===== src/rtl/data_modulate_3x3_ctrl.sv =====
// Sequencing controller for the Data_modulate 3x3 window datapath.
// Paces column beats into the window, adds one flush shift per row and tracks window position.
module data_modulate_3x3_ctrl #(
    parameter int ROWS = 480,
    parameter int COLS = 640
) (
    input  logic       clk,
    input  logic       rst,
    input  logic       frame_start_i,
    input  logic       in_valid_i,
    output logic       in_ready_o,
    output logic       shift_en_o,
    output logic       win_valid_o,
    input  logic       out_ready_i,
    output logic [9:0] win_row_o,
    output logic [9:0] win_col_o,
    output logic       busy_o,
    output logic       frame_done_o
);

    // state | meaning
    // IDLE  | waiting for frame_start_i
    // FILL  | first beat of a row: primes the window, no window produced
    // RUN   | each accepted beat produces the window one column behind
    // FLUSH | input-less shift that produces the last column of the row
    // DONE  | last window outstanding; pulse frame_done_o once it is gone
    typedef enum logic [2:0] {
        S_IDLE,
        S_FILL,
        S_RUN,
        S_FLUSH,
        S_DONE
    } state_t;

    localparam logic [9:0] LAST_COL = 10'(COLS - 1);
    localparam logic [9:0] LAST_ROW = 10'(ROWS - 1);

    state_t     r_state;
    logic [9:0] r_row;
    logic [9:0] r_in_col;
    logic       r_win_valid;
    logic [9:0] r_win_row;
    logic [9:0] r_win_col;
    logic       r_frame_done;

    logic w_adv;
    logic w_in_phase;
    logic w_accept;
    logic w_flush_shift;
    logic w_produce;

    // The window slot is free when empty or being taken this cycle.
    assign w_adv         = ~r_win_valid | out_ready_i;
    assign w_in_phase    = (r_state == S_FILL) | (r_state == S_RUN);
    assign w_accept      = w_in_phase & w_adv & in_valid_i;
    assign w_flush_shift = (r_state == S_FLUSH) & w_adv;
    assign w_produce     = ((r_state == S_RUN) & w_accept) | w_flush_shift;

    assign in_ready_o   = w_in_phase & w_adv;
    assign shift_en_o   = w_accept | w_flush_shift;
    assign win_valid_o  = r_win_valid;
    assign win_row_o    = r_win_row;
    assign win_col_o    = r_win_col;
    assign busy_o       = (r_state != S_IDLE);
    assign frame_done_o = r_frame_done;

    always_ff @(posedge clk or posedge rst) begin
        if (rst) begin
            r_state      <= S_IDLE;
            r_row        <= '0;
            r_in_col     <= '0;
            r_win_valid  <= 1'b0;
            r_win_row    <= '0;
            r_win_col    <= '0;
            r_frame_done <= 1'b0;
        end else begin
            r_frame_done <= 1'b0;

            if (w_produce) begin
                r_win_valid <= 1'b1;
                r_win_row   <= r_row;
                r_win_col   <= (r_state == S_FLUSH) ? LAST_COL : (r_in_col - 10'd1);
            end else if (out_ready_i) begin
                r_win_valid <= 1'b0;
            end

            case (r_state)
                S_IDLE: begin
                    if (frame_start_i) begin
                        r_row    <= '0;
                        r_in_col <= '0;
                        r_state  <= S_FILL;
                    end
                end
                S_FILL: begin
                    if (w_accept) begin
                        r_in_col <= 10'd1;
                        r_state  <= S_RUN;
                    end
                end
                S_RUN: begin
                    if (w_accept) begin
                        if (r_in_col == LAST_COL) begin
                            r_state <= S_FLUSH;
                        end else begin
                            r_in_col <= r_in_col + 10'd1;
                        end
                    end
                end
                S_FLUSH: begin
                    if (w_adv) begin
                        if (r_row == LAST_ROW) begin
                            r_state <= S_DONE;
                        end else begin
                            r_row    <= r_row + 10'd1;
                            r_in_col <= '0;
                            r_state  <= S_FILL;
                        end
                    end
                end
                S_DONE: begin
                    if (w_adv) begin
                        r_frame_done <= 1'b1;
                        r_state      <= S_IDLE;
                    end
                end
                default: r_state <= S_IDLE;
            endcase
        end
    end

endmodule


===== config.mk =====
export PLATFORM = sky130hd
export DESIGN_NAME = data_modulate_3x3_ctrl
export DESIGN_NICKNAME = d
export VERILOG_FILES = /design/src/rtl/data_modulate_3x3_ctrl.sv
export SDC_FILE = /design/constraint.sdc
export NUM_CORES = 1
export LEC_CHECK = 0
export BUFFER_PORTS_ARGS = -buffer_cell sky130_fd_sc_hd__buf_2
export CAP_MARGIN = 20
export CORE_MARGIN = 2
export CORE_UTILIZATION = 57
export CTS_BUF_LIST = sky130_fd_sc_hd__clkbuf_4
export CTS_CLUSTER_SIZE = 8
export DETAILED_ROUTE_END_ITERATION = 7
export PLACE_DENSITY = 0.82
export SLEW_MARGIN = 20
export SYNTH_ARGS = -nofsm -noshare
export SYNTH_HDL_FRONTEND = slang
export SYNTH_SLANG_ARGS = --single-unit

===== constraint.sdc =====
create_clock -name clk -period 2.3 [get_ports clk]
set_input_delay 0.115 -clock clk [delete_from_list [all_inputs] [get_ports clk]]
set_output_delay 0.115 -clock clk [all_outputs]
set_load 0.01 [all_outputs]

==> results of run 1 <==
-- sequential cells by signal, indices dropped and copies added, names as in the netlist --
register and flops:
win_row_o 10, r_state 3, r_in_col 10, frame_done_o 1, win_valid_o 1, win_col_o 10, r_row 10
-- logic make-up (layout without fill, tap and decap cells) --
| kind of cell | Yosys count | in the layout | synth area share, % |
|---|---|---|---|
| AOI/OAI and AO/OA | 66 | 66 | 18.2 |
| DFF | 45 | 45 | 45.9 |
| adders and majority gates | 4 | 4 | 1.94 |
| xor gates and xnor gates | 8 | 8 | 2.86 |
| buffers and inverters | 25 | 51 | 5.36 |
| and+or+nand+nor | 89 | 89 | 20.0 |
| muxes | 12 | 12 | 5.67 |
-- cells in the mapped netlist (all sizes together) (2+ instances only) --
cell / count
dfrtp: 45
nor2: 22
a21oi: 19
nand2: 18
nand3: 17
o21ai: 16
mux2: 12
buf: 9
clkbuf: 8
inv: 8
nor3: 7
o31ai: 6
nand2b: 5
a31oi: 4
nand4: 4
nor3b: 4
xnor2: 4
xor2: 4
a21o: 3
a41oi: 3
ha: 3
a211o: 2
a211oi: 2
and2: 2
o211ai: 2
o22ai: 2
o41ai: 2
-- worst min-delay path by stage --
| stage | startpoint | to | slack (ns) | depth (start not counted) |
|---|---|---|---|---|
| 6_report | in_valid_i | r_state[1]$_DFFE_PP0P_ | 0.04 | 3 |
| 5_1_grt | in_valid_i | r_state[1]$_DFFE_PP0P_ | 0.04 | 3 |
| 4_1_cts | in_valid_i | r_state[1]$_DFFE_PP0P_ | 0.03 | 3 |
| 3_5_place_dp | rst | win_row_o[3]$_DFFE_PP0P_ | 0.28 | 3 |
| 3_3_place_gp | rst | win_row_o[4]$_DFFE_PP0P_ | 0.28 | 3 |
| 2_1_floorplan | in_valid_i | r_state[1]$_DFFE_PP0P_ | 0.27 | 2 |
-- critical path, cell delays in order, from the launching register on --
cell and delay, ns:
dfrtp_1 0.45, ha_1 0.26, nand4_4 0.17, o41a_4 0.55, nand2_4 0.15, mux2_2 0.34
a21o_1 0.17
-- through the flow --
stage	utilization, %	area (um^2)
2_1_floorplan	-	2450
3_3_place_gp	64.1	2600
3_5_place_dp	64.1	2600
4_1_cts	65.7	2670
5_1_grt	65.7	2670
6_report	65.7	2670
-- cell type report --
cell class	count	area [um^2]
clock inverters	3	17.5
flip-flops and latches	45	1130
fillers	328	1390
multi-input cells	179	1200
repair buffers	35	193
well taps	50	62.6
clock buffers	5	37.5
inverters	8	30.0
-- per-layer routing --
layer	share of wire [%]	track usage, %	routed length (um)	vias to the layer above
met4	1.2	5.88	54	0
met1	44	26.7	2010	905
li1	-	-	-	955
met5	0	0	0	-
met3	2.9	4.80	132	5
met2	51	34.6	2330	28
-- where the power goes --
part | switching (uW) | internal (uW) | total (uW)
combinational | 659 | 488 | 1150
clock | 256 | 116 | 371
sequential | 143 | 928 | 1070
total | 1060 | 1530 | 2590
-- repair_timing --
action,in CTS,in global routing
hold buffers,1,0
hold endpoints to repair,45,0
resized for setup,0,0
==> impl_results.md, run 1 <==
* Power Density at 971 nW/um^2
* I/O pin cnt at 30
* HP Class: in -> reg
* CP Max Fanout at 11
* Tot GR Track Use at 20.6%
* Maximum number of pins on one net before global-route repair at 46
* Final wirelength at 4520 um
* Drt via density at 5.82
* Post-DRT Antenna Nets at 0
* N_diodes at 0
* Clk slew on worst S/H paths at 0.13 ns
* Yosys top cell area share at 45.9%
* Die extent in y at 69.6 um
* Cts bufs inserted at 5
* Layout cells sized above 1 at 23.6%
* Synth Warn # at 0
* CTS tree: yes
* H-tree depth at 2
* FF+latch count, synth at 45
* DP Worst Slack at 0.141 ns
* Clk sinks at 45
* Top post-synthesis cells by area: dfrtp_1, mux2_2, a21oi_1
* Worst r2r dst: r_row[8]$_DFFE_PP0P_
* Fin crit period at 2.16 ns
* Synth-to-Final Area Change at 8.73%
* Clk Latency, worst-skew pair at 0.36 ns
* Tightest Pin Transition at 0.549 ns
* Nature of the critical path endpoint: flip-flop
* Wire length per cell at 13.9 um
* Worst setup SP type: flip-flop
* Most used DFF post-synth: dfrtp_1
* Post-CTS Setup Repair Bufs at 0
* Post-DP HPWL at 3320 um
* Netlist cell types at 52
* R2R Setup Slk at 0.14 ns
* Worst EP arrival at 2.43 ns
* Initial antenna violation count at 0
* Final count of hold timing violations at 0
* Port-buffer cells at 29
* Clock Path Buffers at 2
* VDD IR max at 0.000466 V
* Initial DRC Count at 79
* Placement Rows at 23
* Crit path kind: reg -> reg
* Most common cell after layout, fill and taps aside: dfrtp_1
* Syn Std Cell Area at 2450 um^2
* Fin. max-slew vios at 0
* Chip width at 69.6 um
* Wire length of the first global-routing pass at 8070 um
* Most frequent cells in the layout: dfrtp_1, buf_2, nor2_1
* Final GP Congestion at 0.916
* RSZ-0062 raised after global routing: no
* Placed Cells at 316
* Post-Layout Cell Count at 325
* Final #Nets at 282
* Avg Inst Size Synth at 9.84 um^2
* Syn Nets at 257
* Final setup fails at 0
* Die area at 4840 um^2
* Slew margin rel. at 63.4%
* Synth Instances at 249
* DRC Markers at 0
* Vias at 1,893
* Period utilization at 94.0%
* Drt pass-1 iters at 4
* R2R depth at 6
* Post-synth EDFFs at 0
* Sequential fraction of the synthesis area at 45.9%
* CP startpoint: r_row[0]$_DFFE_PP0P_
* Ys async rst share at 100%
* Crit path required time at 2.57 ns
* Leak at 0.00122 uW
* Reg2reg start: r_row[0]$_DFFE_PP0P_
* Root buffer cell: clkbuf_4
* Core Box Area at 4060 um^2
* Fmax at 463 MHz
* Pwr Total at 2590 uW
* WHS at 0.0447 ns
* Cell taking the most area after synthesis: dfrtp_1
* Fin Setup TNS at 0 ns
* Final Worst Setup Slack at 0.138 ns
* Grt ovf at 0
* Clock Skew at 0.0157 ns
* Max-cap violations at 0
* Outcome: completed
* Initial Util at 60.4%
* Worst Setup EP: r_row[8]$_DFFE_PP0P_
* Vias in the first global route at 1,766
(Power assumes the default switching activity.)
==> run 2, diff against run 1 <==
- CELL_PAD_IN_SITES_DETAIL_PLACEMENT: default -> 0
- CELL_PAD_IN_SITES_GLOBAL_PLACEMENT: default -> 2
- CORE_UTILIZATION: 57 -> 38
- PLACE_DENSITY: 0.82 -> 0.86
==> run 2 against run 1 <==
  * Clock skew is 0.0078 ns higher
  * Fmax is 0.34% lower
  * Power is 2.3% higher
  * Largest power group unchanged
  * Wire length is 9.1% higher
==> impl_results.md, run 2 (same netlist as run 1, synthesis figures left out) <==
* Outcome: completed
* Filler Cells Inserted at 637 (+94%)
* Die extent in y at 84.3 um (+21%)
* Slew margin rel. at 70.5% (+7.0 points)
* RSZ-0062 raised after global routing: no
* Power Density at 969 nW/um^2 (-0.26%)
* Tightest Pin Transition at 0.442 ns (-0.107 ns)
* Drt via density at 5.46 (-6.2%)
* Max-cap violations at 0 (unchanged)
* Most common cell after layout, fill and taps aside: dfrtp_1
* Vias at 1,944 (+2.7%)
* Fin. max-slew vios at 0 (unchanged)
* VDD IR max at 0.000529 V (+14%)
* Slowest stage delay, CP at 0.55 ns (about the same)
* Post-DP HPWL at 3530 um (+6.5%)
* I/O pin cnt at 30 (unchanged)
* Worst path cell trace: ha_1 -> nand4_4 -> o41a_4 -> nand2_4 -> mux2_2 -> a21o_1
* DRC Markers at 0 (unchanged)
* Die area at 7110 um^2 (+47%)
* Tot GR Track Use at 14.9% (-5.7 points)
* Storage cell area at 1130 um^2 (unchanged)
* Clock Path Buffers at 2 (unchanged)
* Final setup fails at 0 (unchanged)
* Final wirelength at 4930 um (+9.1%)
* Wire length per cell at 13.9 um (-0.39%)
* Wire length of the first global-routing pass at 8660 um (+7.3%)
* Clk sinks at 45 (unchanged)
* Final GP Congestion at 0.782 (-15%)
* HP Class: in -> reg
* H-tree depth at 2 (unchanged)
* Nature of the critical path endpoint: flip-flop
* Fin Setup TNS at 0 ns (unchanged)
* Crit path kind: reg -> reg
* CTS tree: yes
* Initial DRC Count at 87 (+10%)
* Most frequent cells in the layout: dfrtp_1, buf_2, nor2_1
* Root buffer cell: clkbuf_4
* Period utilization at 94.3% (+0.32 points)
* Fmax at 461 MHz (-0.34%)
* Final count of hold timing violations at 0 (unchanged)
* WHS at 0.0523 ns (+0.00763 ns)
* Clk slew on worst S/H paths at 0.15 ns (+0.02 ns)
* Post-DRT Antenna Nets at 0 (unchanged)
* Leak at 0.00124 uW (+2.0%)
* Area of the multi-input gates at 1200 um^2 (unchanged)
* Port-buffer cells at 29 (unchanged)
* Final #Nets at 286 (+1.4%)
* Max stage delay cell, worst path: o41a_4
* N_diodes at 0 (unchanged)
* Post-CTS Setup Repair Bufs at 0 (unchanged)
* Maximum number of pins on one net before global-route repair at 29 (-37%)
* Worst setup SP type: flip-flop
* Post-Layout Cell Count at 356 (+9.5%)
* Drt pass-1 iters at 4 (unchanged)
* Clock Skew at 0.0236 ns (+0.00784 ns)
* Initial antenna violation count at 0 (unchanged)
* CP Max Fanout at 11 (unchanged)
* Layout cells sized above 1 at 25.1% (+1.5 points)
* Crit path required time at 2.58 ns (about the same)
* Chip width at 84.3 um (+21%)
* Worst EP arrival at 2.45 ns (+0.02 ns)
* Initial Util at 39.0% (-21 points)
* End-of-flow core utilization at 43.6% (-22 points)
* Clk Latency, worst-skew pair at 0.37 ns (about the same)
* Grt ovf at 0 (unchanged)
* Placement Rows at 29 (+26%)
* Vias in the first global route at 1,745 (-1.2%)
* Core Box Area at 6280 um^2 (+55%)
* Fin crit period at 2.17 ns (+0.00741 ns)
* Placed Cells at 347 (+9.8%)
* Cts bufs inserted at 5 (unchanged)
* Synth-to-Final Area Change at 11.5%
## run 2: path summary, 6_finish.rpt
path	start	endpoint	slack, ns	depth (start not counted)
worst max-delay path	r_row[0]$_DFFE_PP0P_	r_row[8]$_DFFE_PP0P_	0.13	6
worst min-delay path	in_valid_i	r_state[1]$_DFFE_PP0P_	0.05	3
worst max register to register	r_row[0]$_DFFE_PP0P_	r_row[8]$_DFFE_PP0P_	0.13	6
worst min register to register	win_row_o[1]$_DFFE_PP0P_	win_row_o[1]$_DFFE_PP0P_	0.52	1
max in group asynchronous	rst	r_in_col[7]$_DFFE_PP0P_	1.33	4
min in group asynchronous	rst	r_row[9]$_DFFE_PP0P_	0.25	3
## run 2: layer usage
layer / share of wire [%] / global-route usage [%] / up-vias
li1: - / - / 963
met1: 54 / 23.6 / 933
met2: 41 / 20.2 / 46
met3: 4.3 / 3.44 / 2
met4: 0.61 / 3.96 / 0
met5: 0 / 0 / -
## run 2: timing repair
item                                    CTS  global route
hold buffers                              1             0
gates resized for setup                   0             0
hold endpoints to repair                 17             0
endpoints found under the setup margin    0             0
## run 2: report_power, final
| group | switching (uW) | internal (uW) |
|---|---|---|
| clock network | 262 | 145 |
| registers | 144 | 928 |
| logic | 667 | 503 |
| total | 1070 | 1580 |
## run 2: critical path, delay by kind of cell (launching register included)
family | cells | cell delay, ns
adders and majority gates | 1 | 0.27
AOI/OAI and AO/OA | 2 | 0.72
and+or+nand+nor | 2 | 0.32
DFF | 1 | 0.45
muxes | 1 | 0.34
## run 2: through the flow
| stage | setup slack [ns] | instance area, um^2 | total power, uW |
|---|---|---|---|
| 2_1_floorplan | 0.240 | 2450 | 1990 |
| 3_3_place_gp | 0.173 | 2660 | 2270 |
| 3_5_place_dp | 0.124 | 2660 | 2270 |
| 4_1_cts | 0.110 | 2730 | 2680 |
| 5_1_grt | 0.0179 | 2730 | 2890 |
| 6_report | 0.131 | 2730 | 2650 |
## run 2: final cells by class
class	count	share of cell area (%)
clock buffers	7	1.92
clock inverters	1	0.275
inverters	8	1.10
multi-input cells	179	43.8
flip-flops and latches	45	41.2
well taps	77	3.52
repair buffers	39	8.15
==> run 3, diff against run 2 <==
- CORE_ASPECT_RATIO: default -> 1.2
- CTS_CLUSTER_DIAMETER: default -> 80
==> run 3 against run 2 <==
  * Final area rose by 1.2%
  * Fmax increased by 2.0%
  * Power rose by 4.4%
  * Hold slack worse by 0.017 ns
  * Wire length increased by 6.7%
  * Sequential share of layout area decreased by 0.50 points
  * Sequential cell count unchanged
  * Register-to-register slack improved by 0.04 ns
  * Critical path type unchanged
  * Largest cell class unchanged
==> impl_results.md, run 3 (same netlist as run 1, synthesis figures left out) <==
* Die extent in y at 92.0 um (+9.1%)
* Final #Nets at 286 (unchanged)
* Wire length of the first global-routing pass at 9340 um (+7.9%)
* N_diodes at 0 (unchanged)
* Crit path required time at 2.59 ns (about the same)
* I/O pin cnt at 30 (unchanged)
* Initial antenna violation count at 0 (unchanged)
* Pwr Total at 2770 uW (+4.4%)
* Grt ovf at 0 (unchanged)
* Root buffer cell: clkbuf_4
* Worst path cell trace: ha_1 -> nand4_4 -> o41a_4 -> nand2_4 -> mux2_2 -> a21o_1
* Chip width at 77.3 um (-8.3%)
* Crit path kind: reg -> reg
* Synth-to-Final Area Change at 12.9%
* Slowest stage delay, CP at 0.55 ns (about the same)
* CTS Hold Buffers Added at 1 (unchanged)
* Maximum number of pins on one net before global-route repair at 30 (+3.4%)
* Final count of hold timing violations at 0 (unchanged)
* Post-DRT Antenna Nets at 0 (unchanged)
* Initial DRC Count at 99 (+14%)
* Fin crit period at 2.13 ns (-0.0417 ns)
* VDD IR max at 0.000531 V (+0.42%)
* Power Density at 999 nW/um^2 (+3.1%)
* HP Class: in -> reg
* Nature of the critical path endpoint: flip-flop
* RSZ-0062 raised after global routing: no
* Final setup fails at 0 (unchanged)
* Leak at 0.00126 uW (+1.1%)
* Fin. max-slew vios at 0 (unchanged)
* Most frequent cells in the layout: dfrtp_1, buf_2, nor2_1
* Drt via density at 5.25 (-3.8%)
* Slew margin rel. at 71.6% (+1.1 points)
* Post-CTS Setup Repair Bufs at 0 (unchanged)
* CP Max Fanout at 7 (-4)
* Post-DP HPWL at 3810 um (+7.9%)
* Vias at 1,912 (-1.6%)
* DRC Markers at 0 (unchanged)
* PostCTS Resize Cnt at 0 (unchanged)
* Max-cap violations at 0 (unchanged)
* Worst setup SP type: flip-flop
* Clock Skew at 0.0194 ns (-0.00420 ns)
* H-tree depth at 2 (unchanged)
* Cts bufs inserted at 5 (unchanged)
* Drt pass-1 iters at 4 (unchanged)
* Max stage delay cell, worst path: o41a_4
* Clock Path Buffers at 2 (unchanged)
* Worst EP arrival at 2.41 ns (-0.04 ns)
* Vias in the first global route at 1,942 (+11%)
* Tightest Pin Transition at 0.426 ns (-0.0166 ns)
* Port-buffer cells at 29 (unchanged)
* Clk Latency, worst-skew pair at 0.37 ns (about the same)
* Wire length per cell at 14.5 um (+4.4%)
* Period utilization at 92.5% (-1.8 points)
* Tot GR Track Use at 16.2% (+1.3 points)
* Core Box Area at 6330 um^2 (+0.78%)
* Fin Setup TNS at 0 ns (unchanged)
* Die area at 7110 um^2 (about the same)
* Final wirelength at 5270 um (+6.7%)
* Outcome: completed
* Layout cells sized above 1 at 25.1% (unchanged)
* Most common cell after layout, fill and taps aside: dfrtp_1
* Placement Rows at 32 (+10%)
* CP delay by family, top: compound AO/OA/AOI/OAI gates
* Clk sinks at 45 (unchanged)
* Fmax at 470 MHz (+2.0%)
* Worst Path Buf+Inv at 0 (unchanged)
* Initial Util at 38.7% (-0.30 points)
* Final GP Congestion at 0.809 (+3.6%)
* Clk slew on worst S/H paths at 0.15 ns (about the same)
* CTS tree: yes
==> run 3: changes by cell type in the layout (fill, tap and decap cells not counted), sizes merged <==
cell,before,now
bufinv,0,1
clkinv,0,1
clkinvlp,1,0
clkbuf,7,6
==> run 3: path summary, 6_finish.rpt <==
path | depth (start not counted) | start | slack [ns] | to
min in group asynchronous | 3 | rst | 0.24 | win_col_o[6]$_DFFE_PP0P_
min | 3 | in_valid_i | 0.04 | r_state[1]$_DFFE_PP0P_
max reg2reg | 6 | r_row[0]$_DFFE_PP0P_ | 0.17 | r_row[8]$_DFFE_PP0P_
min reg2reg | 1 | win_row_o[9]$_DFFE_PP0P_ | 0.52 | win_row_o[9]$_DFFE_PP0P_
max in group asynchronous | 4 | rst | 1.34 | r_row[4]$_DFFE_PP0P_
max | 6 | r_row[0]$_DFFE_PP0P_ | 0.17 | r_row[8]$_DFFE_PP0P_
==> run 3: layer usage <==
layer	global-route usage, %	part of all wire (%)	vias to the layer above
li1	-	-	952
met1	20.1	44	932
met2	28.3	52	23
met3	3.15	2.8	5
met4	5.06	1.2	0
met5	0	0	-
==> run 3: tightest hold or removal path, stage by stage <==
cell	delay, ns
buf_2	0.12
nand4b_1	0.08
a21oi_1	0.06
==> run 3: stage by stage <==
stage                     hold slack, ns  worst slack (ns)  cell area (um^2)  utilization, %  instances
after floorplan                    0.274             0.240              2450               -        249
after global placement             0.116             0.215              2670            42.3        355
after detailed placement           0.114             0.179              2670            42.3        355
after CTS                         0.0174             0.154              2770            43.8        364
after global routing              0.0515            0.0681              2770            43.8        364
final                             0.0356             0.172              2770            43.8        364
==> run 3: area by class of cell <==
| cell class | count | area (um^2) |
|---|---|---|
| Fill cell | 672 | 3560 |
| Multi-Input combinational cell | 179 | 1200 |
| Sequential cell | 45 | 1130 |
| Timing Repair Buffer | 39 | 223 |
| Tap cell | 85 | 106 |
| Clock buffer | 6 | 45.0 |
| Clock inverter | 2 | 38.8 |
| Inverter | 8 | 30.0 |
==> run 3: power by group <==
part           switching, uW  leakage [uW]  internal (uW)  total, uW
combinational            682      0.000627            504       1190
clock                    275     0.0000459            244        518
sequential               134      0.000583            928       1060
